`src/rtl/dmem_req_arbiter.sv`:
```
// Two-requester arbiter in front of the single DCACHE request/response port.
// Round-robin issue, one transaction in flight, NACK replay, tag-routed responses.
module dmem_req_arbiter #(
  parameter int ADDR_W      = 40,
  parameter int DATA_W      = 64,
  parameter int TIMEOUT_CYC = 255
) (
  input  logic              CLK,
  input  logic              RST,
  input  logic              REQ0_VALID,
  input  logic [4:0]        REQ0_CMD,
  input  logic [3:0]        REQ0_TYPE,
  input  logic [ADDR_W-1:0] REQ0_ADDR,
  input  logic [DATA_W-1:0] REQ0_DATA,
  input  logic [4:0]        REQ0_DST,
  output logic              REQ0_READY,
  input  logic              REQ1_VALID,
  input  logic [4:0]        REQ1_CMD,
  input  logic [3:0]        REQ1_TYPE,
  input  logic [ADDR_W-1:0] REQ1_ADDR,
  input  logic [DATA_W-1:0] REQ1_DATA,
  input  logic [4:0]        REQ1_DST,
  output logic              REQ1_READY,
  output logic              RESP0_VALID,
  output logic [DATA_W-1:0] RESP0_DATA,
  output logic              RESP1_VALID,
  output logic [DATA_W-1:0] RESP1_DATA,
  input  logic              KILL,
  output logic              DMEM_REQ_VALID,
  input  logic              DMEM_REQ_READY,
  output logic [4:0]        DMEM_REQ_CMD,
  output logic [3:0]        DMEM_REQ_TYPE,
  output logic [ADDR_W-1:0] DMEM_REQ_ADDR,
  output logic [DATA_W-1:0] DMEM_REQ_DATA,
  output logic [7:0]        DMEM_REQ_TAG,
  output logic              DMEM_REQ_KILL,
  input  logic              DMEM_RESP_VALID,
  input  logic [7:0]        DMEM_RESP_TAG,
  input  logic [DATA_W-1:0] DMEM_RESP_DATA,
  input  logic              DMEM_RESP_NACK,
  output logic              BUSY,
  output logic              TIMEOUT_ERR
);

  localparam logic [7:0] TMO = 8'(TIMEOUT_CYC);

  typedef struct packed {
    logic [4:0]        cmd;
    logic [3:0]        typ;
    logic [ADDR_W-1:0] addr;
    logic [DATA_W-1:0] data;
    logic [4:0]        dst;
    logic              sel;
  } req_t;

  typedef enum logic [1:0] {IDLE, WAIT_RESP, REPLAY} state_t;

  state_t     state, state_nxt;
  logic       last;
  logic [7:0] cnt, cnt_nxt;
  req_t       held, mux_req, cur;
  logic       sel, any_vld, tag_match, issue;
  logic       r0v, r1v;

  assign any_vld   = REQ0_VALID | REQ1_VALID;
  // Tie goes to the port that did not win last; a lone requester always wins.
  assign sel       = (REQ0_VALID & REQ1_VALID) ? ~last : REQ1_VALID;
  assign tag_match = DMEM_RESP_VALID && (DMEM_RESP_TAG == {2'b00, held.dst, held.sel});

  always_comb begin
    mux_req = '0;
    if (sel) begin
      mux_req.cmd  = REQ1_CMD;
      mux_req.typ  = REQ1_TYPE;
      mux_req.addr = REQ1_ADDR;
      mux_req.data = REQ1_DATA;
      mux_req.dst  = REQ1_DST;
      mux_req.sel  = 1'b1;
    end else begin
      mux_req.cmd  = REQ0_CMD;
      mux_req.typ  = REQ0_TYPE;
      mux_req.addr = REQ0_ADDR;
      mux_req.data = REQ0_DATA;
      mux_req.dst  = REQ0_DST;
      mux_req.sel  = 1'b0;
    end
  end

  always_comb begin
    state_nxt      = state;
    cnt_nxt        = '0;
    cur            = held;
    DMEM_REQ_VALID = 1'b0;
    DMEM_REQ_KILL  = 1'b0;
    REQ0_READY     = 1'b0;
    REQ1_READY     = 1'b0;
    r0v            = 1'b0;
    r1v            = 1'b0;
    TIMEOUT_ERR    = 1'b0;
    issue          = 1'b0;
    case (state)
      IDLE: begin
        DMEM_REQ_VALID = any_vld & ~KILL;
        cur            = DMEM_REQ_VALID ? mux_req : '0;
        if (DMEM_REQ_VALID && DMEM_REQ_READY) begin
          issue      = 1'b1;
          REQ0_READY = ~sel;
          REQ1_READY = sel;
          state_nxt  = WAIT_RESP;
        end
      end
      WAIT_RESP: begin
        cnt_nxt = cnt + 8'd1;
        if (KILL) begin
          DMEM_REQ_KILL = 1'b1;
          state_nxt     = IDLE;
        end else if (tag_match) begin
          r0v       = ~held.sel;
          r1v       = held.sel;
          state_nxt = IDLE;
        end else if (DMEM_RESP_NACK) begin
          state_nxt = REPLAY;
        end else if (cnt == TMO) begin
          TIMEOUT_ERR   = 1'b1;
          DMEM_REQ_KILL = 1'b1;
          state_nxt     = IDLE;
        end
      end
      REPLAY: begin
        // Reissue from the held copy; the requester already saw its READY.
        if (KILL) begin
          DMEM_REQ_KILL = 1'b1;
          state_nxt     = IDLE;
        end else begin
          DMEM_REQ_VALID = 1'b1;
          if (DMEM_REQ_READY) state_nxt = WAIT_RESP;
        end
      end
      default: state_nxt = IDLE;
    endcase
  end

  always_ff @(posedge CLK or posedge RST) begin
    if (RST) begin
      state <= IDLE;
      last  <= 1'b1;
      cnt   <= '0;
      held  <= '0;
    end else begin
      state <= state_nxt;
      cnt   <= cnt_nxt;
      if (issue) begin
        held <= mux_req;
        last <= sel;
      end
    end
  end

  assign DMEM_REQ_CMD  = cur.cmd;
  assign DMEM_REQ_TYPE = cur.typ;
  assign DMEM_REQ_ADDR = cur.addr;
  assign DMEM_REQ_DATA = cur.data;
  assign DMEM_REQ_TAG  = {2'b00, cur.dst, cur.sel};
  assign RESP0_VALID   = r0v;
  assign RESP1_VALID   = r1v;
  assign RESP0_DATA    = r0v ? DMEM_RESP_DATA : '0;
  assign RESP1_DATA    = r1v ? DMEM_RESP_DATA : '0;
  assign BUSY          = (state != IDLE);

endmodule

```
`config.mk`:
```
export PLATFORM = sky130hd
export DESIGN_NAME = dmem_req_arbiter
export DESIGN_NICKNAME = d
export VERILOG_FILES = /design/src/rtl/dmem_req_arbiter.sv
export SDC_FILE = /design/constraint.sdc
export NUM_CORES = 1
export LEC_CHECK = 0
export BUFFER_PORTS_ARGS = -buffer_cell sky130_fd_sc_hd__buf_2
export CAP_MARGIN = 10
export CORE_AREA = 2 2 225 227
export DETAILED_ROUTE_END_ITERATION = 16
export DIE_AREA = 0 0 227 229
export PLACE_DENSITY = 0.46
export RECOVER_POWER = 25
export REMOVE_ABC_BUFFERS = 1
export SLEW_MARGIN = 20
export SYNTH_ARGS = -nofsm -noshare
export SYNTH_HDL_FRONTEND = slang
export SYNTH_SLANG_ARGS = --single-unit
```
`constraint.sdc`:
```
create_clock -name CLK -period 3.63 [get_ports CLK]
set_input_delay 0.363 -clock CLK [delete_from_list [all_inputs] [get_ports CLK]]
set_output_delay 0.363 -clock CLK [all_outputs]
set_load 0.01 [all_outputs]
```
==> impl_metrics.ini, run 1 <==
[run_status]
status = finished, violations left
violations = capacitance limit, slew limit

[cts]
root_buffer = clkbuf_16
clk_latency_ns = 0.47
clk_pin_slew_ns = 0.06
cts_sinks = 130
cts_tree = done
cts_made_buffers = 17
htreeDepth = 4
ctsLongestPathBuffers = 2
post_cts_buffers = 0

[timing]
timing.hold.ws_ns = 0.2050
fin_crit_ns = 3.078
fin_crit_sh_pct = 84.79
fmax_mhz = 324.9
fin_skew_ns = 0.01514
finalHoldViolCount = 0
worst_slew_pin_slew_ns = 1.552
maxSlewHeadroom_pct = -3.468
slew_viol_final = 67
setup_viol = 0
rsz0062_at_grt = false

[place]
io_buffers = 570
gp_congestion = 0.8090
dp_hpwl_mm = 28.16
placed_cells = 2071

[setup_path]
arrival_ns = 2.71
critPathTopFamily = simple AND/OR/NAND/NOR gates
crit_required_ns = 3.27
crit_buf_inv = 1
worstPathMaxFanout = 65
cpMaxStageDelayCell = and3_2
cp-end-kind = output port
crit_path_cell_trace = xnor2_1, nand4_1, nor2_2, and3_2, and2_1, buf_2
rr_worst_depth = 5
critPathMaxStageDelay_ns = 0.80
worstSetupStartpointType = register
worst-path-stages = 6
path_class = reg2out

[floorplanning]
die_h_um = 229
rows = 82
coreArea_um2 = 49660
die_area_um2 = 51980
start_util_pct = 16.48
die_w_um = 227
io-pin-count = 573

[global_route]
grt.total_usage_pct = 13.58
grt.overflow.total = 0
first_global_vias = 8491
antenna_found_initial = 4
grt_max_degree = 133
grt_pass1_wl_mm = 51.58

[route]
first_pass_iters = 7
drtIter0Drc = 358
via_per_inst = 4.067
drt-wirelength-per-cell_um = 17.07
vias = 8574
drtAntennaViolNets = 0
finalWirelength_mm = 35.98
drc = 0

[cells_and_area]
fin_cells = 2108
final_layout_size_suffix_gt1_share_pct = 43.72
nNetsFinal = 1740
layout_common_cells = 569 x buf_2, 132 x and2_1, 129 x dfrtp_1
area_growth_pct = 51.20
final_common_cell = buf_2

[yosys]
synth_seq_cells = 130
synth_warnings = 0
syn-cell-area_um2 = 8184
seq_area_frac_synth_pct = 39.76
synth_cell_types = 36
avgSynthCellArea_um2 = 9.196
synth-edff-count = 0
synth-async-reset-ratio_pct = 100.0
synth_ff_type = dfrtp_1
syn_inst = 890

[power]
total_power_uw = 7922
seqPwrFrac_pct = 32.2
intPower_uw = 4683
power_frac_clock_pct = 21.6
ir_worst_vdd_mv = 0.3868
p_comb_share_pct = 46.2
power.static_leakage_uw = 0.006646
p_sw_share_pct = 40.89
powerDensity_nw_per_um2 = 640.2
power.net_switching_uw = 3240

[job]
max_cap_viol_count = 1

[worst_hold_path]
min_path_cells = 3
hp-class = in2reg
[registers in the layout, indices dropped and copies added (netlist names)]
signal	count
state	2
held	119
last	1
cnt	8
[kinds of logic (layout without fill, tap and decap cells)]
group,count (synthesis),in the layout,synth area share (%)
flip-flops,130,130,39.76
AO/OA/AOI/OAI,250,250,21.05
buffers and inverters,87,628,4.770
multiplexers,118,118,14.43
adder cells (fa/ha/maj),5,5,0.7644
XOR/XNOR,10,10,1.070
other,1,6,0.04582
AND/OR/NAND/NOR,289,289,18.10
[per-stage QoR]
step	TNS [ns]	area, um2	utilization (%)	worst slack [ns]
global placement	0	11810	23.77	1.067
detailed placement	0	11810	23.77	1.008
floorplan	-371.93	7816	-	-1.611
global route	0	12360	24.90	0.2319
finish	0	12370	24.92	0.5522
CTS	0	12390	24.94	0.4845
[worst register-to-register path, delay by kind of cell (launching register included)]
family | cells | cell delay, ns
AO/OA/AOI/OAI | 1 | 0.12
buffers and inverters | 1 | 0.33
flip-flops | 1 | 0.53
multiplexers | 1 | 0.37
AND/OR/NAND/NOR | 2 | 0.59
[routing by layer]
metal  global-route usage, %  wire (um)  vias to the layer above  share of wire (%)
li1                        -          -                     4221                  -
met1                   14.01      13220                     3928                 37
met2                   24.77      18630                      376                 52
met3                   3.643       2687                       49                7.5
met4                   7.312       1446                        0                4.0
met5                       0          0                        -                  0
[path summary, 6_finish.rpt]
check	from	end	slack, ns
worst max-delay path	held[0]	RESP1_DATA[8]	0.55
worst min-delay path	REQ1_DATA[20]	held[26]	0.21
worst max register to register	last	held[86]	1.56
worst min register to register	cnt[0]	cnt[0]	0.46
max in group asynchronous	RST	held[61]	0.81
min in group asynchronous	RST	held[64]	0.82
[area by class of cell]
| class | instances | area, um2 |
|---|---|---|
| flip-flops and latches | 130 | 3254 |
| clock buffers | 24 | 491.7 |
| repair buffers | 591 | 3105 |
| clock inverters | 8 | 78.83 |
| well taps | 672 | 840.8 |
| fillers | 5473 | 37280 |
| diodes | 4 | 10.01 |
| multi-input cells | 674 | 4568 |
| inverters | 5 | 25.02 |
[power by group through the flow]
stage / logic (uW) / clock network (uW) / registers (uW)
6_report: 3660 / 1710 / 2550
5_1_grt: 4070 / 1860 / 2660
4_1_cts: 3760 / 1810 / 2550
3_5_place_dp: 3750 / 0 / 2550
3_3_place_gp: 3720 / 0 / 2550
2_1_floorplan: 2240 / 0 / 2460
[timing repair]
item / CTS / global route
hold endpoints to repair: 16 / 0
gates resized for setup: 0 / 0
hold buffers: 1 / 0
endpoints found under the setup margin: 0 / 0
[synth_stat cells (2+ instances only)]
master / n / area share (%)
clkbuf_1: 38 / 1.7
nand4_1: 2 / 0.15
a21o_1: 2 / 0.18
or3_1: 3 / 0.23
nor2b_1: 3 / 0.23
clkbuf_2: 10 / 0.61
nand2_1: 125 / 5.7
ha_1: 5 / 0.76
mux2i_1: 118 / 14
o21ai_0: 122 / 7.5
nand2b_1: 2 / 0.15
o2bb2ai_1: 118 / 13
dfrtp_1: 129 / 39
nor2_1: 7 / 0.32
xnor2_1: 9 / 0.96
inv_1: 5 / 0.23
and3_1: 3 / 0.23
buf_2: 29 / 1.8
nand3_1: 4 / 0.24
or4_1: 2 / 0.18
a21boi_0: 2 / 0.18
and2_1: 135 / 10
buf_4: 4 / 0.37
No activity file was read; power rests on OpenSTA's default activity.
==> run 2, diff against run 1 <==
--- a/config.mk
+++ b/config.mk
@@ -7,9 +7,9 @@
 export LEC_CHECK = 0
 export BUFFER_PORTS_ARGS = -buffer_cell sky130_fd_sc_hd__buf_2
 export CAP_MARGIN = 10
-export CORE_AREA = 2 2 225 227
+export CORE_AREA = 2 2 221 223
 export DETAILED_ROUTE_END_ITERATION = 16
-export DIE_AREA = 0 0 227 229
+export DIE_AREA = 0 0 223 225
 export PLACE_DENSITY = 0.46
 export RECOVER_POWER = 25
 export REMOVE_ABC_BUFFERS = 1
==> constraint.sdc (replaced) <==
create_clock -name CLK -period 3.1 [get_ports CLK]
set_input_delay 0.31 -clock CLK [delete_from_list [all_inputs] [get_ports CLK]]
set_output_delay 0.31 -clock CLK [all_outputs]
set_load 0.01 [all_outputs]
==> run 2 against run 1 <==
Critical path type unchanged. Power up 19%. Critical path depth up 1. Combinational power up 18%. The run still ends with capacitance limit, slew limit left. Routed wire length up 0.67%.
==> impl_metrics.ini, run 2 (synthesis gave the netlist of run 1 again) <==
[setup_path]
rrSetupSlack_ns = 0.83
arrival_ns = 2.54
rr_worst_depth = 8
r2r_start = state[0]
crit_path_cell_trace = inv_1, ha_1, nor2b_1, and3_2, buf_12, and2_1, buf_2
critPathMaxStageDelay_ns = 0.43
path_class = reg2out
cp-end-kind = output port
worstSetupStartpointType = register
regToRegEndpoint = state[0]
cpMaxStageDelayCell = and3_2
crit_required_ns = 2.79
worstPathMaxFanout = 45
startpoint = state[1]

[timing]
rsz0062_at_grt = false
fin_crit_ns = 2.845
maxSlewHeadroom_pct = -1.482
timing.hold.ws_ns = 0.1539
worst_slew_pin_slew_ns = 1.522
setup-tns-final_ns = 0
fin_crit_sh_pct = 91.79
fin_skew_ns = 0.01206
slew_viol_final = 63
setup_viol = 0
fmax_mhz = 351.5
finalHoldViolCount = 0

[place]
place_area_um2 = 11770
dp_hpwl_mm = 28.75
gp_congestion = 0.8496
io_buffers = 570

[route]
drtAntennaViolNets = 0
drc = 0
first_pass_iters = 4
vias = 8606
drtIter0Drc = 320
via_per_inst = 4.190
finalWirelength_mm = 36.22
drt-wirelength-per-cell_um = 17.63

[cts]
root_buffer = clkbuf_16
cts_made_buffers = 17
post_cts_buffers = 0
cts_sinks = 130
cts_tree = done
clk_latency_ns = 0.47
ctsLongestPathBuffers = 2
clk_pin_slew_ns = 0.06
htreeDepth = 4

[floorplanning]
die_area_um2 = 50180
die_h_um = 225
die_w_um = 223
coreArea_um2 = 47550
io-pin-count = 573
start_util_pct = 17.21
rows = 80

[power]
power.net_switching_uw = 3865
power_frac_clock_pct = 22.8
p_sw_share_pct = 40.84
seqPwrFrac_pct = 31.6
p_comb_share_pct = 45.5
powerDensity_nw_per_um2 = 764.1
ir_worst_vdd_mv = 0.3001
intPower_uw = 5599
total_power_uw = 9464
power.static_leakage_uw = 0.006695

[cells_and_area]
layout_common_cells = 569 x buf_2, 130 x and2_1, 129 x dfrtp_1
top_regs = held (119), cnt (8), state (2)
largest_reg_flops = 119
fin_util_pct = 26.05
fillerInstances = 5173
nNetsFinal = 1745
final_layout_size_suffix_gt1_share_pct = 44.12
area_growth_pct = 51.34
regMostFlops = held
postLayoutCellArea_um2 = 12390
final_common_cell = buf_2

[worst_hold_path]
whs_endpoint = held[59]
min_path_cells = 3
hp-class = in2reg
min_from = REQ1_DATA[53]

[global_route]
first_global_vias = 8349
antenna_found_initial = 6
grt_pass1_wl_mm = 52.41
grt.total_usage_pct = 14.18
grt_max_degree = 72
grt.overflow.total = 0

[job]
max_cap_viol_count = 1

[run_status]
violations = capacitance limit, slew limit
status = finished, violations left
[run 2: changes by cell type in the layout (fill, tap and decap cells not counted), sizes merged]
cell,before,now
buf,587,592
bufinv,1,3
clkbuf,27,21
clkinv,2,4
clkinvlp,5,3
diode,4,2
inv,5,9
[run 2: how the worst max path moves through the flow]
stage / to / slack [ns] / cells past startpoint
after global routing: REQ1_READY / 0.001 / 5
after global placement: RESP0_DATA[5] / 0.68 / 7
final: RESP1_DATA[12] / 0.25 / 7
after detailed placement: RESP0_DATA[26] / 0.60 / 7
after CTS: RESP0_DATA[6] / 0.07 / 6
after floorplan: DMEM_REQ_ADDR[0] / -2.09 / 4
[run 2: area by class of cell]
class                   instances  area, um2  area share [%]
diodes                          2      5.005         0.04041
well taps                     615      769.5           6.213
clock inverters                14      175.2           1.414
multi-input cells             674       4572           36.91
flip-flops and latches        130       3254           26.28
clock buffers                  18      439.2           3.546
inverters                       5      25.02          0.2020
repair buffers                596       3146           25.40
[run 2: critical path, delay by kind of cell (launching register included)]
family,cells,cell delay (ns)
flip-flops,1,0.41
buffers and inverters,3,0.48
AND/OR/NAND/NOR,3,0.82
adder cells (fa/ha/maj),1,0.36
[run 2: metrics by stage]
stage / worst slack, ns / cells
floorplan: -2.088 / 809
global placement: 0.6773 / 2019
global route: 0.001425 / 2053
CTS: 0.07102 / 2052
finish: 0.2547 / 2054
detailed placement: 0.6009 / 2019
[run 2: timing repair]
action / 4_1_cts / 5_1_grt
endpoints found under the hold margin: 59 / 0
endpoints found under the setup margin: 0 / 65
gates resized for setup: 0 / 1
hold buffers: 1 / 0
[run 2: metal layers]
layer	GRT usage, %	up-vias	routed length (um)
met5	0	-	13
met4	7.036	2	1540
met3	3.937	62	2240
met2	26.12	383	18950
met1	14.80	3937	13480
li1	-	4222	-
[run 2: power groups by stage]
stage	logic, uW	registers, uW	clock network, uW
3_3_place_gp	4390	2990	0
5_1_grt	4780	3100	2330
3_5_place_dp	4430	3000	0
4_1_cts	4430	3000	2270
2_1_floorplan	2620	2880	0
6_report	4310	2990	2160
